### src/rtl/spi_slave.sv
// SPI slave for all four CPOL/CPHA modes. sclk, cs and mosi are oversampled on Pclk.
// Holds one tx word in a buffer ahead of the shift register, plus a single rx holding register.
module spi_slave #(
    parameter int DATA_W      = 8,
    parameter int SYNC_STAGES = 2
) (
    input  logic              Pclk,
    input  logic              Preset_n,
    input  logic [1:0]        mode,
    input  logic              sclk,
    input  logic              cs,
    input  logic              mosi,
    output logic              miso,
    output logic              miso_oe,
    input  logic [DATA_W-1:0] tx_data,
    input  logic              tx_load,
    output logic              tx_ready,
    output logic [DATA_W-1:0] rx_data,
    output logic              rx_valid,
    input  logic              rx_read,
    output logic              overrun,
    output logic              underrun,
    output logic              abort,
    output logic              busy
);

    localparam logic [0:0] IDLE   = 1'b0;
    localparam logic [0:0] ACTIVE = 1'b1;

    localparam int              CNT_W = (DATA_W > 1) ? $clog2(DATA_W) : 1;
    localparam logic [CNT_W-1:0] LAST = CNT_W'(DATA_W - 1);

    logic [SYNC_STAGES-1:0] sclk_sync, cs_sync, mosi_sync, settle;
    logic                   sclk_s, cs_s, mosi_s;
    logic                   sclk_d, cs_d, armed;
    logic                   cs_fall, cs_rise;

    logic [0:0]        state;
    logic              cpol, cpha;
    logic [CNT_W-1:0]  bit_cnt;
    logic [DATA_W-1:0] rx_shift, rx_next;
    logic [DATA_W-1:0] tx_shift, tx_buf;
    logic              tx_full;
    logic              complete_d;

    logic lead_edge, trail_edge, sample_edge, shift_edge;
    logic frame_live, sample_now, complete_now, shift_now;
    logic word_start;

    assign sclk_s = sclk_sync[SYNC_STAGES-1];
    assign cs_s   = cs_sync[SYNC_STAGES-1];
    assign mosi_s = mosi_sync[SYNC_STAGES-1];

    // armed only goes high once a genuinely synchronized cs=1 is seen, so a cs
    // already low when reset releases cannot start a frame.
    always_ff @(posedge Pclk or negedge Preset_n) begin
        if (!Preset_n) begin
            sclk_sync <= '0;
            cs_sync   <= '1;
            mosi_sync <= '0;
            settle    <= '0;
            sclk_d    <= 1'b0;
            cs_d      <= 1'b1;
            armed     <= 1'b0;
        end else begin
            // NOTE: non-blocking assignments make every flop in the chain take its
            // neighbour's old value, which is what a shift/synchronizer chain needs.
            sclk_sync[0] <= sclk;
            cs_sync[0]   <= cs;
            mosi_sync[0] <= mosi;
            settle[0]    <= 1'b1;
            for (int i = 1; i < SYNC_STAGES; i++) begin
                sclk_sync[i] <= sclk_sync[i-1];
                cs_sync[i]   <= cs_sync[i-1];
                mosi_sync[i] <= mosi_sync[i-1];
                settle[i]    <= settle[i-1];
            end
            sclk_d <= sclk_s;
            cs_d   <= cs_s;
            armed  <= armed | (cs_s & settle[SYNC_STAGES-1]);
        end
    end

    assign cs_fall = armed & cs_d & ~cs_s;
    assign cs_rise = ~cs_d & cs_s;

    assign lead_edge   = (sclk_s != sclk_d) && (sclk_s != cpol);
    assign trail_edge  = (sclk_s != sclk_d) && (sclk_s == cpol);
    assign sample_edge = cpha ? trail_edge : lead_edge;
    assign shift_edge  = cpha ? lead_edge  : trail_edge;

    assign frame_live   = (state == ACTIVE) && !cs_rise;
    assign sample_now   = frame_live && sample_edge;
    assign complete_now = sample_now && (bit_cnt == LAST);
    // The first edge of each word must leave the freshly loaded MSB on miso.
    assign shift_now    = frame_live && shift_edge && (bit_cnt != '0);
    assign word_start   = ((state == IDLE) && cs_fall) || (frame_live && complete_d);

    assign rx_next = {rx_shift[DATA_W-2:0], mosi_s};

    always_ff @(posedge Pclk or negedge Preset_n) begin
        if (!Preset_n) begin
            state      <= IDLE;
            cpol       <= 1'b0;
            cpha       <= 1'b0;
            bit_cnt    <= '0;
            rx_shift   <= '0;
            complete_d <= 1'b0;
            abort      <= 1'b0;
        end else begin
            abort      <= 1'b0;
            complete_d <= 1'b0;
            if (state == IDLE) begin
                if (cs_fall) begin
                    state    <= ACTIVE;
                    cpol     <= mode[1];
                    cpha     <= mode[0];
                    bit_cnt  <= '0;
                    rx_shift <= '0;
                end
            end else if (cs_rise) begin
                state    <= IDLE;
                bit_cnt  <= '0;
                rx_shift <= '0;
                abort    <= (bit_cnt != '0);
            end else if (sample_now) begin
                rx_shift <= rx_next;
                if (bit_cnt == LAST) begin
                    bit_cnt    <= '0;
                    complete_d <= 1'b1;
                end else begin
                    bit_cnt <= bit_cnt + 1'b1;
                end
            end
        end
    end

    always_ff @(posedge Pclk or negedge Preset_n) begin
        if (!Preset_n) begin
            tx_shift <= '0;
        end else if (word_start) begin
            tx_shift <= tx_full ? tx_buf : '0;
        end else if (shift_now) begin
            tx_shift <= {tx_shift[DATA_W-2:0], 1'b0};
        end else if ((state == ACTIVE) && cs_rise) begin
            tx_shift <= '0;
        end
    end

    // A word start empties the buffer, so a tx_load in that same cycle refills it.
    always_ff @(posedge Pclk or negedge Preset_n) begin
        if (!Preset_n) begin
            tx_buf   <= '0;
            tx_full  <= 1'b0;
            underrun <= 1'b0;
        end else begin
            underrun <= 1'b0;
            if (word_start) begin
                underrun <= ~tx_full;
                tx_full  <= tx_load;
                if (tx_load) tx_buf <= tx_data;
            end else if (tx_load && !tx_full) begin
                tx_buf  <= tx_data;
                tx_full <= 1'b1;
            end
        end
    end

    always_ff @(posedge Pclk or negedge Preset_n) begin
        if (!Preset_n) begin
            rx_data  <= '0;
            rx_valid <= 1'b0;
            overrun  <= 1'b0;
        end else begin
            if (complete_now) begin
                rx_data  <= rx_next;
                rx_valid <= 1'b1;
            end else if (rx_read) begin
                rx_valid <= 1'b0;
            end
            if (complete_now && rx_valid && !rx_read) begin
                overrun <= 1'b1;
            end else if (rx_read) begin
                overrun <= 1'b0;
            end
        end
    end

    assign busy     = (state == ACTIVE);
    assign miso_oe  = (state == ACTIVE);
    assign miso     = (state == ACTIVE) && tx_shift[DATA_W-1];
    assign tx_ready = ~tx_full;

endmodule

### config.mk
export PLATFORM = sky130hd
export DESIGN_NAME = spi_slave
export DESIGN_NICKNAME = d
export VERILOG_FILES = /design/src/rtl/spi_slave.sv
export SDC_FILE = /design/constraint.sdc
export NUM_CORES = 1
export LEC_CHECK = 0
export CAP_MARGIN = 20
export CORE_UTILIZATION = 53
export CTS_CLUSTER_SIZE = 12
export DETAILED_ROUTE_END_ITERATION = 10
export PLACE_DENSITY = 0.88
export RECOVER_POWER = 25
export SLEW_MARGIN = 10
export SYNTH_ARGS = -nofsm -noshare
export SYNTH_HDL_FRONTEND = slang
export SYNTH_SLANG_ARGS = --single-unit
### constraint.sdc
create_clock -name Pclk -period 2 [get_ports Pclk]
set_input_delay 0.3 -clock Pclk [delete_from_list [all_inputs] [get_ports Pclk]]
set_output_delay 0.3 -clock Pclk [all_outputs]
set_load 0.05 [all_outputs]
# ---- Yosys cells after proc, flatten, opt, wreduce, memory -nomap -nowiden
# Index checks and enable logic that the tools add are counted.
dict set report op_classes {
  bitwise 9
  mux 33
  add_sub_neg 1
  n_reduce_logical 27
  eq_ne 6
}
# operator count
set op_table {}
lappend op_table {{two-way mux 8 bit} 7}
lappend op_table {{two-way mux 7 bit} 4}
lappend op_table {{two-way mux 1 bit} 17}
lappend op_table {{two-way mux 3 bit} 5}
lappend op_table {{logical AND 1 bit} 14}
lappend op_table {{nonzero test 2 bit} 4}
lappend op_table {{AND reduction 2 bit} 3}
lappend op_table {{nonzero test 3 bit} 2}
lappend op_table {{AND 1 bit} 4}
lappend op_table {{NOT 1 bit} 4}
lappend op_table {{adder 3 x 1 -> 3 bit, second input constant} 1}
lappend op_table {{equality test 3 bit, second input constant} 1}
lappend op_table {{logical NOT 1 bit} 3}
lappend op_table {{inequality test 3 x 2 -> 1 bit, second input constant} 1}
lappend op_table {{inequality test 1 bit} 2}
lappend op_table {{inequality test 2 bit, second input constant} 1}
lappend op_table {{equality test 1 bit} 1}
lappend op_table {{logical OR 1 bit} 1}
lappend op_table {{OR 1 bit} 1}
dict set report totals {
  elab_cells 97
  register_bits 54
}

# ---- Logic depth before layout (Yosys ltp)
# Gate-level depths: netlist (run 1).
dict set report depth {
  word_depth 9
  ltp_mapped 8
  depth_no_buf 6
}

# ---- Worst setup path before layout (run 1)
# OpenSTA, ideal clock, no wires.
dict set report synth_timing {
  path_kind {register to register}
  start {reg state (netlist: busy)}
  end {reg tx_shift[7]}
  path_slack_ns 0.000
  arrival_ns 1.875
  period_less_slack_ns 2.000
  required_time_ns 1.875
  setup_time_ns 0.125
  path_stages_with_launch 8
  cell_sequence {dfrtp_1 > buf_6 > nor4bb_4 > buf_6 > a31oi_4 > nand4_2 > a2bb2o_4 > mux2_4}
}
dict set report synth_via {
  elab_chain_len 5
}
# item line
set synth_rtl {}
lappend synth_rtl {{start: declaration} 38} ;# logic [0:0] state;
lappend synth_rtl {{start signal: assignment} 103} ;# state <= IDLE;
lappend synth_rtl {{start signal: assignment} 115} ;# state <= ACTIVE;
lappend synth_rtl {{start signal: assignment} 122} ;# state <= IDLE;
lappend synth_rtl {{logical AND 1 bit} 92} ;# assign frame_live = (state == ACTIVE) && !cs_rise;
lappend synth_rtl {{logical AND 1 bit (2 in a row)} 96} ;# assign shift_now = frame_live && shift_edge && (bit_cnt != '0);
lappend synth_rtl {{two-way mux 8 bit} 143} ;# end else if (shift_now) begin
lappend synth_rtl {{two-way mux 8 bit} 141} ;# end else if (word_start) begin
lappend synth_rtl {{end signal: assignment} 142} ;# tx_shift <= tx_full ? tx_buf : '0;
lappend synth_rtl {{end signal: assignment} 144} ;# tx_shift <= {tx_shift[DATA_W-2:0], 1'b0};
lappend synth_rtl {{end: declaration} 42} ;# logic [DATA_W-1:0] tx_shift, tx_buf;
# Several ways; a longest one is shown, not always the timed one.
# A chain may end at the register's enable or synchronous reset.

# ---- Final worst setup path (run 1)
dict set report layout_timing {
  start {reg tx_full}
  end {out tx_ready}
}
dict set report layout_via {
  elab_chain_len 1
}
# item line
set layout_rtl {}
lappend layout_rtl {{start: declaration} 43} ;# logic tx_full;
lappend layout_rtl {{start signal: assignment} 160} ;# tx_full <= tx_load;
lappend layout_rtl {{NOT 1 bit} 192} ;# assign tx_ready = ~tx_full;
lappend layout_rtl {{end: declaration} 17} ;# output logic tx_ready,
# No other way between the ends.

==> impl_results.html, run 1 <==
<table>
<tr><th>Metric</th><th>Value</th></tr>
<tr><th colspan="2">Outcome</th></tr>
<tr><td>Run status</td><td>finished, final reports clean</td></tr>
<tr><th colspan="2">Detailed routing</th></tr>
<tr><td>Vias per Instance</td><td>5.14</td></tr>
<tr><td>Initial drt markers</td><td>65</td></tr>
<tr><td>Post-route DRC violation count</td><td>0</td></tr>
<tr><td>Number of antenna-violating nets in the routed design</td><td>0</td></tr>
<tr><td>WL per Instance</td><td>13.8 um</td></tr>
<tr><td>DR vias</td><td>1,358</td></tr>
<tr><td>1st-pass router iterations</td><td>4</td></tr>
<tr><td>Total Routed Length</td><td>3.63 mm</td></tr>
<tr><th colspan="2">Timing</th></tr>
<tr><td>Shortest clock period the worst path allows after layout</td><td>1.90 ns</td></tr>
<tr><td>Number of hold-slack violations in the final timing report</td><td>0</td></tr>
<tr><td>Headroom to the max-slew limit</td><td>9.64%</td></tr>
<tr><td>Share of the cycle needed by the critical path after routing</td><td>95.1%</td></tr>
<tr><td>Worst setup skew after layout</td><td>0.00405 ns</td></tr>
<tr><td>Setup TNS</td><td>0 ns</td></tr>
<tr><td>Count of final setup violators</td><td>0</td></tr>
<tr><td>Unrepaired setup endpoints after global routing</td><td>false</td></tr>
<tr><td>Post-Route Hold Slack</td><td>0.352 ns</td></tr>
<tr><td>Maximum clock frequency</td><td>526 MHz</td></tr>
<tr><td>Final max-slew violation count</td><td>0</td></tr>
<tr><td>Worst-Margin Slew</td><td>1.36 ns</td></tr>
<tr><th colspan="2">Power and ir drop</th></tr>
<tr><td>Proportion of total power due to net switching</td><td>28.8%</td></tr>
<tr><td>VDD IR-drop max</td><td>0.502 mV</td></tr>
<tr><td>Portion of total power attributed to sequential cells</td><td>53.4%</td></tr>
<tr><td>Combinational group share of total power</td><td>21.2%</td></tr>
<tr><td>Fraction of power consumed by the clock network</td><td>25.4%</td></tr>
<tr><td>Power density over the cells</td><td>960 mW/mm2</td></tr>
<tr><td>Leakage dissipation</td><td>1.26 nW</td></tr>
<tr><td>Internal</td><td>1.84 mW</td></tr>
<tr><td>Switching pwr</td><td>0.744 mW</td></tr>
<tr><th colspan="2">Floorplanning</th></tr>
<tr><td>Die X</td><td>66.3 um</td></tr>
<tr><td>Die height</td><td>66.3 um</td></tr>
<tr><td>Overall die area</td><td>0.00440 mm2</td></tr>
<tr><td>Number of rows in the core area</td><td>23</td></tr>
<tr><td>Number of placed I/O pins</td><td>33</td></tr>
<tr><td>Starting density of the core</td><td>55.2%</td></tr>
<tr><td>Placeable Area</td><td>0.00397 mm2</td></tr>
<tr><th colspan="2">Setup path</th></tr>
<tr><td>Data arrival time of the critical path</td><td>1.60 ns</td></tr>
<tr><td>Top fanout value on the critical path</td><td>3</td></tr>
<tr><td>Critical path launch point type</td><td>flip-flop</td></tr>
<tr><td>Required @ worst endpoint</td><td>1.70 ns</td></tr>
<tr><td>Worst flop-to-flop path startpoint</td><td>cs_d</td></tr>
<tr><td>Start-to-end type of the worst setup path</td><td>flip-flop to primary output</td></tr>
<tr><td>Stage delay of the slowest cell on the critical path</td><td>0.80 ns</td></tr>
<tr><td>Top cell family by delay on the critical path</td><td>buffers and inverters</td></tr>
<tr><td>Crit path max-delay cell type</td><td>sky130_fd_sc_hd__clkdlybuf4s50_1</td></tr>
<tr><td>Count of buffering cells on the critical path with inverters included</td><td>2</td></tr>
<tr><td>Endpoint class of the critical path</td><td>primary output</td></tr>
<tr><td>Worst setup path startpoint</td><td>tx_full</td></tr>
<tr><td>CP Cell Sequence</td><td>inv_1, clkdlybuf4s50_1</td></tr>
<tr><th colspan="2">Synthesis</th></tr>
<tr><td>Area share of the largest cell type after synthesis</td><td>58.3%</td></tr>
<tr><td>Portion of the post-synthesis area used by sequential elements</td><td>61.9%</td></tr>
<tr><td>Synth warn</td><td>0</td></tr>
<tr><td>Biggest area consumer among synthesized cells</td><td>sky130_fd_sc_hd__dfrtp_1</td></tr>
<tr><td>Number of enable flip-flop cells after synthesis</td><td>0</td></tr>
<tr><td>Async SR Flop Fraction</td><td>100%</td></tr>
<tr><td>Synthesized instance count</td><td>174</td></tr>
<tr><td>Netlist area before placement</td><td>0.00219 mm2</td></tr>
<tr><td>Cell types with the largest area share after synthesis</td><td>sky130_fd_sc_hd__dfrtp_1, sky130_fd_sc_hd__mux2_1, sky130_fd_sc_hd__nand2_1, sky130_fd_sc_hd__dfstp_2, sky130_fd_sc_hd__o21ai_0</td></tr>
<tr><td>Seq cells post-synth</td><td>54</td></tr>
<tr><td>Average cell area after synthesis</td><td>12.6 um2</td></tr>
<tr><td>Most used flip-flop cell after synthesis</td><td>sky130_fd_sc_hd__dfrtp_1</td></tr>
<tr><td>Synthesized Nets</td><td>194</td></tr>
<tr><td>Post-synth cell types</td><td>35</td></tr>
<tr><th colspan="2">Global route</th></tr>
<tr><td>Total routing resource utilization after global routing</td><td>19.5%</td></tr>
<tr><td>Fraction of met1 tracks used by global routing</td><td>25.4%</td></tr>
<tr><td>Gr busiest metal</td><td>met2</td></tr>
<tr><td>Pin count of the biggest net entering global routing</td><td>31</td></tr>
<tr><td>Global-route wire length before repair</td><td>6.22 mm</td></tr>
<tr><td>Global-route track usage on met3</td><td>5.34%</td></tr>
<tr><td>Total overflow reported by the global router</td><td>0</td></tr>
<tr><td>Met2 track demand over resource</td><td>30.9%</td></tr>
<tr><td>Initial antenna violation count</td><td>0</td></tr>
<tr><td>Via count of the first global-routing pass</td><td>1,330</td></tr>
<tr><th colspan="2">Placed design</th></tr>
<tr><td>Detail Placement HPWL</td><td>2.56 mm</td></tr>
<tr><td>Buffers added on ports</td><td>32</td></tr>
<tr><td>Final weighted congestion in routability-driven placement</td><td>0.833</td></tr>
<tr><th colspan="2">CTS</th></tr>
<tr><td>Buffer levels on the longest clock path</td><td>2</td></tr>
<tr><td>Number of buffers inserted during clock tree synthesis</td><td>5</td></tr>
<tr><td>Maximum level of the CTS H-tree</td><td>2</td></tr>
<tr><td>TritonCTS clock tree</td><td>yes</td></tr>
<tr><td>Clock Sink Count</td><td>54</td></tr>
<tr><td>Root buffer selected by CTS</td><td>sky130_fd_sc_hd__clkbuf_8</td></tr>
<tr><td>Clock insertion delay at the later pin of the skew report</td><td>0.30 ns</td></tr>
<tr><td>Clock slew at reported path FFs</td><td>0.09 ns</td></tr>
<tr><th colspan="2">Layout</th></tr>
<tr><td>Share of layout cells above drive strength 1</td><td>16.4%</td></tr>
<tr><td>Most common cell after layout, fill and taps aside</td><td>sky130_fd_sc_hd__dfrtp_1</td></tr>
<tr><td>Sequential cell area</td><td>0.00136 mm2</td></tr>
<tr><td>Area occupied by multi-input gates</td><td>748 um2</td></tr>
<tr><td>Utilization after layout</td><td>67.7%</td></tr>
<tr><td>Layout overhead on the synthesized area</td><td>22.7%</td></tr>
<tr><td>Antenna diode instance count</td><td>0</td></tr>
<tr><td>Total Nets Final</td><td>233</td></tr>
<tr><td>Fillers</td><td>298</td></tr>
<tr><td>Commonest non-fill, non-tap cells in the layout</td><td>sky130_fd_sc_hd__dfrtp_1, sky130_fd_sc_hd__nand2_1, sky130_fd_sc_hd__clkdlybuf4s50_1</td></tr>
<tr><th colspan="2">Job</th></tr>
<tr><td>Total of max-cap violations</td><td>0</td></tr>
<tr><th colspan="2">Worst hold path</th></tr>
<tr><td>HP Start</td><td>sclk_sync[0]</td></tr>
<tr><td>Type of the tightest min-delay check</td><td>flip-flop to flip-flop</td></tr>
</table>
[kinds of logic (layout without fill, tap and decap cells)]
| kind of cell | count (synthesis) | in the layout | synth area share, % |
|---|---|---|---|
| compound gates | 28 | 28 | 9.37 |
| flops | 54 | 54 | 61.9 |
| buf+inv | 18 | 58 | 4.06 |
| mux | 21 | 21 | 10.9 |
| simple gates | 48 | 48 | 11.3 |
| xor+xnor | 1 | 1 | 0.743 |
| other cells | 1 | 1 | 0.171 |
| fa+ha+maj | 3 | 3 | 1.71 |
[routing by layer]
layer | routed length, um | vias up | share of wire [%]
li1 | - | 659 | -
met1 | 1630 | 673 | 45
met2 | 1820 | 21 | 50
met3 | 119 | 5 | 3.3
met4 | 61 | 0 | 1.7
met5 | 0 | - | 0
[cell usage after synthesis, types with 2 or more instances]
cell	n
sky130_fd_sc_hd__a21o_1	3
sky130_fd_sc_hd__a21oi_1	3
sky130_fd_sc_hd__and2_1	3
sky130_fd_sc_hd__buf_2	2
sky130_fd_sc_hd__buf_6	2
sky130_fd_sc_hd__clkbuf_1	2
sky130_fd_sc_hd__dfrtp_1	51
sky130_fd_sc_hd__dfstp_2	3
sky130_fd_sc_hd__ha_1	3
sky130_fd_sc_hd__inv_1	11
sky130_fd_sc_hd__mux2_1	15
sky130_fd_sc_hd__mux2_2	3
sky130_fd_sc_hd__mux2i_1	2
sky130_fd_sc_hd__nand2_1	29
sky130_fd_sc_hd__nand2b_1	5
sky130_fd_sc_hd__nor2_1	3
sky130_fd_sc_hd__o21ai_0	12
sky130_fd_sc_hd__o221ai_1	5
[what timing repair did]
item,in CTS,in global routing
setup buffers,0,0
hold buffers,1,0
setup endpoints to repair,0,8
endpoints found under the hold margin,24,0
resized for setup,0,1
[worst register-to-register path, delay by kind of cell, from the launching register on]
family	cells	cell delay (ns)
buf+inv	1	0.19
mux	1	0.35
flops	1	0.54
simple gates	3	0.67
[registers in the layout, indices dropped and copies added (netlist names), 2 cells and up]
name       cells
bit_cnt        3
cs_sync        2
mosi_sync      2
rx_data        8
rx_shift       7
sclk_sync      2
settle         2
tx_buf         8
tx_shift       8
[area by class of cell]
cell class | count | share of cell area (%)
Sequential cell | 54 | 50.5
Inverter | 11 | 1.54
Multi-Input combinational cell | 102 | 27.8
Tap cell | 50 | 2.33
Clock buffer | 7 | 3.58
Clock inverter | 1 | 0.326
Timing Repair Buffer | 39 | 13.9
[through the flow]
step | total power [mW] | setup WS, ns | cell area (um2) | cells
CTS | 2.60 | 0.000314 | 2690 | 264
floorplan | 1.77 | 0.103 | 2190 | 174
detailed placement | 1.95 | 0.0260 | 2570 | 255
finish | 2.58 | 0.0986 | 2690 | 264
global placement | 1.92 | 0.0899 | 2570 | 255
global route | 2.73 | 0.0361 | 2690 | 264
[power groups by stage]
stage / clock, mW / sequential, mW / combinational [mW]
2_1_floorplan: 0 / 1.39 / 0.382
4_1_cts: 0.672 / 1.38 / 0.552
6_report: 0.656 / 1.38 / 0.546
3_5_place_dp: 0 / 1.40 / 0.547
5_1_grt: 0.705 / 1.40 / 0.622
3_3_place_gp: 0 / 1.39 / 0.533
[worst paths after layout]
path	to	slack [ns]	cells past startpoint
max reg2reg	rx_data[3]	0.14	5
max	tx_ready	0.1	2
max in group asynchronous	cs_d	0.32	3
min reg2reg	sclk_sync[1]	0.35	0
min	sclk_sync[1]	0.35	0
min in group asynchronous	mosi_sync[0]	0.82	2
Power figures use the tool's default switching activity.
==> run 2: changes to the inputs <==
--- a/config.mk
+++ b/config.mk
@@ -7,6 +7,7 @@
 export LEC_CHECK = 0
 export CAP_MARGIN = 20
 export CORE_UTILIZATION = 53
+export CTS_CLUSTER_DIAMETER = 80
 export CTS_CLUSTER_SIZE = 12
 export DETAILED_ROUTE_END_ITERATION = 10
 export PLACE_DENSITY = 0.88
==> results of run 2 <==
Final layout, timing and power as in run 1 (identical DEF).
==> run 3: changes to the inputs <==
--- a/config.mk
+++ b/config.mk
@@ -7,7 +7,6 @@
 export LEC_CHECK = 0
 export CAP_MARGIN = 20
 export CORE_UTILIZATION = 53
-export CTS_CLUSTER_DIAMETER = 80
 export CTS_CLUSTER_SIZE = 12
 export DETAILED_ROUTE_END_ITERATION = 10
 export PLACE_DENSITY = 0.88
==> results of run 3 <==
Final layout, timing and power as in run 1 (identical DEF).
==> variant 1 (config.mk and constraints of run 2) <==
Change the parameter `SYNC_STAGES` from 2 to 4.
--- a/src/rtl/spi_slave.sv
+++ b/src/rtl/spi_slave.sv
@@ -2,7 +2,7 @@
 // Holds one tx word in a buffer ahead of the shift register, plus a single rx holding register.
 module spi_slave #(
     parameter int DATA_W      = 8,
-    parameter int SYNC_STAGES = 2
+    parameter int SYNC_STAGES = 4
 ) (
     input  logic              Pclk,
     input  logic              Preset_n,
Behaviour: not the same (Yosys sat finds a counterexample within 10 cycles, from zero or initial values and one cycle with Preset_n low).
==> variant 1 against run 2 <==
- global-route usage is 0.63 points lower
- critical path type is now flip-flop to flip-flop
- first-iteration DRC count is 65% higher
- routed wire length is 12% higher
- sequential cell count is 8 higher
- sequential power is 12% higher
- via count is 6.8% higher
- cell count is 2.3% higher
- total power is 18% higher
- sequential share of layout area is 2.0 points higher
- synthesized area is 11% higher
- largest power group unchanged
- cell area is 10% higher
- critical endpoint is now tx_buf[6]
- worst setup slack better by 0.033 ns
==> variant 1: results (changes against run 2) <==
Run status
  • Status: finished, final reports clean

Clock network
  • CTS buffer count: 9 (+4)
  • CTS clk-pin slew, worst paths: 0.06 ns (-0.03 ns)
  • H-Tree Depth: 3 (+1)

STA
  • Final hold slack: 0.3527 ns (+0.0001620 ns)
  • Actual slew at the worst max-slew pin: 1.301 ns (-0.05483 ns)
  • Setup Skew: 0.007235 ns (+0.003187 ns)

Finish
  • Clock-cell share of area: 6.116% (+2.2 points)
  • Buffers, non-clock: 37 (-5.1%)
  • Non-clock buffering overhead: 11.73% (-2.2 points)
  • Multi-input comb cells: 99 (-2.9%)
  • Layout cells sized above 1: 27.52% (+11 points)
  • Fill count: 297 (-0.34%)

Route
  • Avg WL per Cell: 15.09 um (+9.7%)
  • Via Count: 1451 (+6.8%)
  • DRT iter0 DRCs: 107 (+65%)

Synthesis
  • Synthesized Nets: 193 (-0.52%)
  • Mux contribution to synthesized area: 12.06% (+1.2 points)
  • Post-synthesis compound-gate area fraction: 8.979% (-0.39 points)
  • XOR/XNOR Fraction of Synth Area: 0.6670% (-0.075 points)
  • Yosys cell types: 33 (-5.7%)
  • Synth area leaders: dfrtp_1, mux2_4, dfstp_2
  • Post-synthesis adder-cell area fraction: 1.539% (-0.17 points)
  • Post-synth top cells: dfrtp_1, nand2_1, mux2_2, mux2_4, o21ai_0

Setup path
  • Cell family with most CP delay: simple AND/OR/NAND/NOR gates
  • Worst reg2reg endpoint: tx_buf[6]
  • RR Startpoint: cs_sync[3]
  • Critical path's largest stage delay: 0.59 ns (-0.21 ns)
  • Critical Path AT: 2.08 ns (+0.48 ns)
  • Slowest CP cell: dfstp_2
  • CP Max Fanout: 8 (+5)

Global routing
  • First-pass GRT wire length: 6.941 mm (+12%)
  • Maximum number of pins on one net before global-route repair: 63 (+100%)
  • All-Layer GR Usage: 18.90% (-0.63 points)

Power
  • Seq pwr share: 51.0% (-2.4 points)
  • VDD IR max: 0.0006994 V (+39%)
  • Sw Pwr: 809.2 uW (+8.7%)
  • Comb power frac: 16.6% (-4.6 points)
  • Pleak: 0.001413 uW (+12%)

Placement
  • HPWL after DPL: 2.712 mm (+6.1%)
  • Final RePlAce weighted congestion: 0.7679 (-7.8%)

Min path
  • Min-Delay Startpoint: mosi_sync[1]
## variant 1: cell count changes in the layout (fill, tap and decap cells not counted), sizes merged, moves of 4 or more
cell    change
a21o        +4
nand2       -6
o221ai      -5
a22o        +8
inv         -7
dfrtp       +6
clkbuf      +7
## variant 1: routing by layer
| metal | share of wire [%] | up-vias | routed length, um | global-route usage (%) |
|---|---|---|---|---|
| met5 | 0 | - | 0 | 0 |
| met4 | 3.0 | 0 | 122 | 14.00 |
| met3 | 2.5 | 13 | 103 | 3.634 |
| met2 | 48 | 35 | 1964 | 28.10 |
| met1 | 46 | 738 | 1885 | 24.75 |
| li1 | - | 665 | - | - |
## variant 1: timing repair
action / CTS / global route
endpoints found under the setup margin: 0 / 4
hold endpoints to repair: 57 / 0
hold buffers: 1 / 0
gates resized for setup: 0 / 2
## variant 1: worst max path at each step
stage	end	start	cells after the start	slack, ns
floorplan	tx_buf[0]	busy	6	0.03
global placement	tx_shift[4]	cs_sync[3]	4	0.14
detailed placement	tx_shift[3]	cs_sync[3]	4	0.06
CTS	tx_ready	tx_full	2	0.01
global route	tx_buf[0]	cs_sync[3]	5	0.04
finish	tx_buf[6]	cs_sync[3]	5	0.13
## variant 1: through the flow
| step | setup WS, ns | cells | power (uW) | area [um^2] |
|---|---|---|---|---|
| floorplan | 0.03160 | 173 | 1911 | 2439 |
| global placement | 0.1409 | 253 | 2034 | 2788 |
| detailed placement | 0.06304 | 253 | 2072 | 2788 |
| CTS | 0.009504 | 270 | 3061 | 2979 |
| global route | 0.03662 | 270 | 3178 | 2967 |
| finish | 0.1321 | 270 | 3034 | 2967 |
==> variant 2 (settings of run 2) <==
Made on the original files. Reset style: synchronous (`Preset_n`), changed in 5 clocked blocks.
--- a/src/rtl/spi_slave.sv
+++ b/src/rtl/spi_slave.sv
@@ -53,7 +53,7 @@
 
     // armed only goes high once a genuinely synchronized cs=1 is seen, so a cs
     // already low when reset releases cannot start a frame.
-    always_ff @(posedge Pclk or negedge Preset_n) begin
+    always_ff @(posedge Pclk) begin
         if (!Preset_n) begin
             sclk_sync <= '0;
             cs_sync   <= '1;
@@ -98,7 +98,7 @@
 
     assign rx_next = {rx_shift[DATA_W-2:0], mosi_s};
 
-    always_ff @(posedge Pclk or negedge Preset_n) begin
+    always_ff @(posedge Pclk) begin
         if (!Preset_n) begin
             state      <= IDLE;
             cpol       <= 1'b0;
@@ -135,7 +135,7 @@
         end
     end
 
-    always_ff @(posedge Pclk or negedge Preset_n) begin
+    always_ff @(posedge Pclk) begin
         if (!Preset_n) begin
             tx_shift <= '0;
         end else if (word_start) begin
@@ -148,7 +148,7 @@
     end
 
     // A word start empties the buffer, so a tx_load in that same cycle refills it.
-    always_ff @(posedge Pclk or negedge Preset_n) begin
+    always_ff @(posedge Pclk) begin
         if (!Preset_n) begin
             tx_buf   <= '0;
             tx_full  <= 1'b0;
@@ -166,7 +166,7 @@
         end
     end
 
-    always_ff @(posedge Pclk or negedge Preset_n) begin
+    always_ff @(posedge Pclk) begin
         if (!Preset_n) begin
             rx_data  <= '0;
             rx_valid <= 1'b0;
Check against the original RTL: differs if Preset_n is asserted again (counterexample within 4 cycles, from zero or initial values and one cycle with Preset_n low); with Preset_n held inactive, the same outputs for 10 cycles.
==> variant 2 against run 2 <==
- sequential cell count unchanged
- utilization is 1.1 points higher
- die area increased by 6.6%
- routed wire length up 33%
- worst setup slack lost 0.0087 ns
- cell area up 5.3%
- synthesized area up 6.9%
Power is not compared: it rests on default switching activity, and its combinational part moved more than twofold at a synthesized area within 25%.
==> variant 2: results (changes against run 2) <==
Run status
  • Status: finished, final reports clean

Synthesis
  • Post-synth top cells: dfxtp_1, nand2_1, nand3_1, and3_1, a21oi_1
  • Synthesized Nets: 273 (+41%)
  • Synth area leaders: dfxtp_1, and3_1, nand3_1
  • Yosys cell types: 41 (+17%)
  • Register area share after synthesis: 46.18% (-16 points)
  • Ys async rst share: 0% (-100 points)
  • Predominant post-synthesis flop cell: dfxtp_1
  • Synthesis Warnings: 0 (unchanged)

Setup path
  • Cell family with most CP delay: buffers and inverters
  • RR Startpoint: bit_cnt[0]
  • Critical Path AT: 1.61 ns
  • CP Max Fanout: 10 (+7)
  • Worst reg2reg endpoint: tx_shift[1]
  • Length in cells of the worst reg-to-reg path: 7 (+2)
  • Critical path's largest stage delay: 0.80 ns (about the same)
  • Worst reg2reg setup slack: 0.10 ns (-0.04 ns)
  • Slowest CP cell: clkdlybuf4s50_1

Global routing
  • First-pass GRT wire length: 8.059 mm (+30%)
  • All-Layer GR Usage: 23.18% (+3.6 points)
  • Initial antenna violation count: 0 (unchanged)
  • Vias in the first global route: 1763 (+33%)
  • Maximum number of pins on one net before global-route repair: 27 (-13%)

Clock network
  • Post-CTS Setup Bufs: 0 (unchanged)
  • CTS buffer count: 5 (unchanged)
  • CTS clk-pin slew, worst paths: 0.09 ns (about the same)
  • Worst skew pair latency: 0.31 ns
  • Clk buf depth: 2 (unchanged)
  • Root Buffer: clkbuf_8

Route
  • Initial DRT Pass Iterations: 4 (unchanged)
  • Final wirelength: 4.844 mm (+33%)
  • Drt via density: 5.742 (+12%)
  • DRT iter0 DRCs: 197 (+200%)

Finish
  • Top flop regs: rx_data (8), tx_buf (8), tx_shift (8)
  • Antenna cell count: 0 (unchanged)
  • Layout cells sized above 1: 10.25% (-6.1 points)
  • Fill count: 337 (+13%)
  • Layout Nets: 302 (+30%)

Placement
  • HPWL after DPL: 3.160 mm (+24%)
  • Final RePlAce weighted congestion: 0.7742 (-7.0%)
  • IO buf count: 32 (unchanged)
  • Total placed instance area: 2709 um^2 (+5.3%)

STA
  • Actual slew at the worst max-slew pin: 1.030 ns (-0.3252 ns)
  • Final hold slack: 0.4141 ns (+0.06161 ns)
  • Setup Skew: 0.01208 ns (+0.008033 ns)

Min path
  • Hold Path Class: flip-flop to flip-flop
  • Worst Hold Endpoint: cs_sync[1]
  • Hold path depth: 1 (+1)
  • Min-Delay Startpoint: cs_sync[0]

Power
  • VDD IR max: 0.0004445 V
variant 2: routing by layer:
metal | share of wire, % | vias up | track usage (%)
met4 | 1.2 | 0 | 7.031
met3 | 4.0 | 7 | 5.000
met1 | 48 | 893 | 29.20
met2 | 47 | 50 | 39.22
met5 | 0 | - | 0
li1 | - | 962 | -
variant 2: cell families after synthesis:
group | share of synthesized area [%]
buffers and inverters | 5.077
AND/OR/NAND/NOR | 24.96
multiplexers | 4.810
XOR/XNOR | 0.3742
flip-flops | 46.18
AO/OA/AOI/OAI | 17.00
adder cells (fa/ha/maj) | 1.604
variant 2: power breakdown:
group,internal (uW),switching [uW]
combinational,69.2,72.0
sequential,1100,16.7
clock,369,345
total,1540,434
variant 2: worst max-delay path by stage:
stage,startpoint,to,slack (ns),cells after the start
after floorplan,busy,tx_shift[1],0.07,6
final,tx_full,tx_ready,0.09,2
after CTS,busy,miso_oe,0.08,1
after global placement,bit_cnt[0],tx_shift[5],0.24,6
after global routing,bit_cnt[0],tx_shift[4],0.01,7
after detailed placement,bit_cnt[0],tx_shift[3],0.16,7
variant 2: worst reg2reg max path, delay by kind of cell (launching register included):
family / cells / cell delay (ns)
AOI/OAI and AO/OA: 1 / 0.21
adders and majority gates: 1 / 0.18
buffers and inverters: 2 / 0.28
DFF: 1 / 0.39
and+or+nand+nor: 3 / 0.80
variant 2: per-stage QoR:
stage / setup WS (ns) / power, uW / cells
finish: 0.08996 / 1971 / 333
global route: 0.009797 / 2046 / 333
CTS: 0.07574 / 1977 / 333
detailed placement: 0.1556 / 1283 / 325
global placement: 0.2351 / 1278 / 325
floorplan: 0.06931 / 1221 / 253
variant 2: cell type report:
type	count	area, um^2	share of cell area [%]
tap	50	62.56	2.211
multi-input combinational	172	1162	41.09
clock inverter	3	40.04	1.415
sequential	54	1082	38.26
inverter	6	22.52	0.7961
clock buffer	5	68.82	2.433
timing repair buffer	43	390.4	13.80
variant 2: what timing repair did:
action                                 CTS  global route
hold buffers                             0             0
endpoints found under the hold margin    0             0
setup endpoints to repair                0            13
resized for setup                        0             6
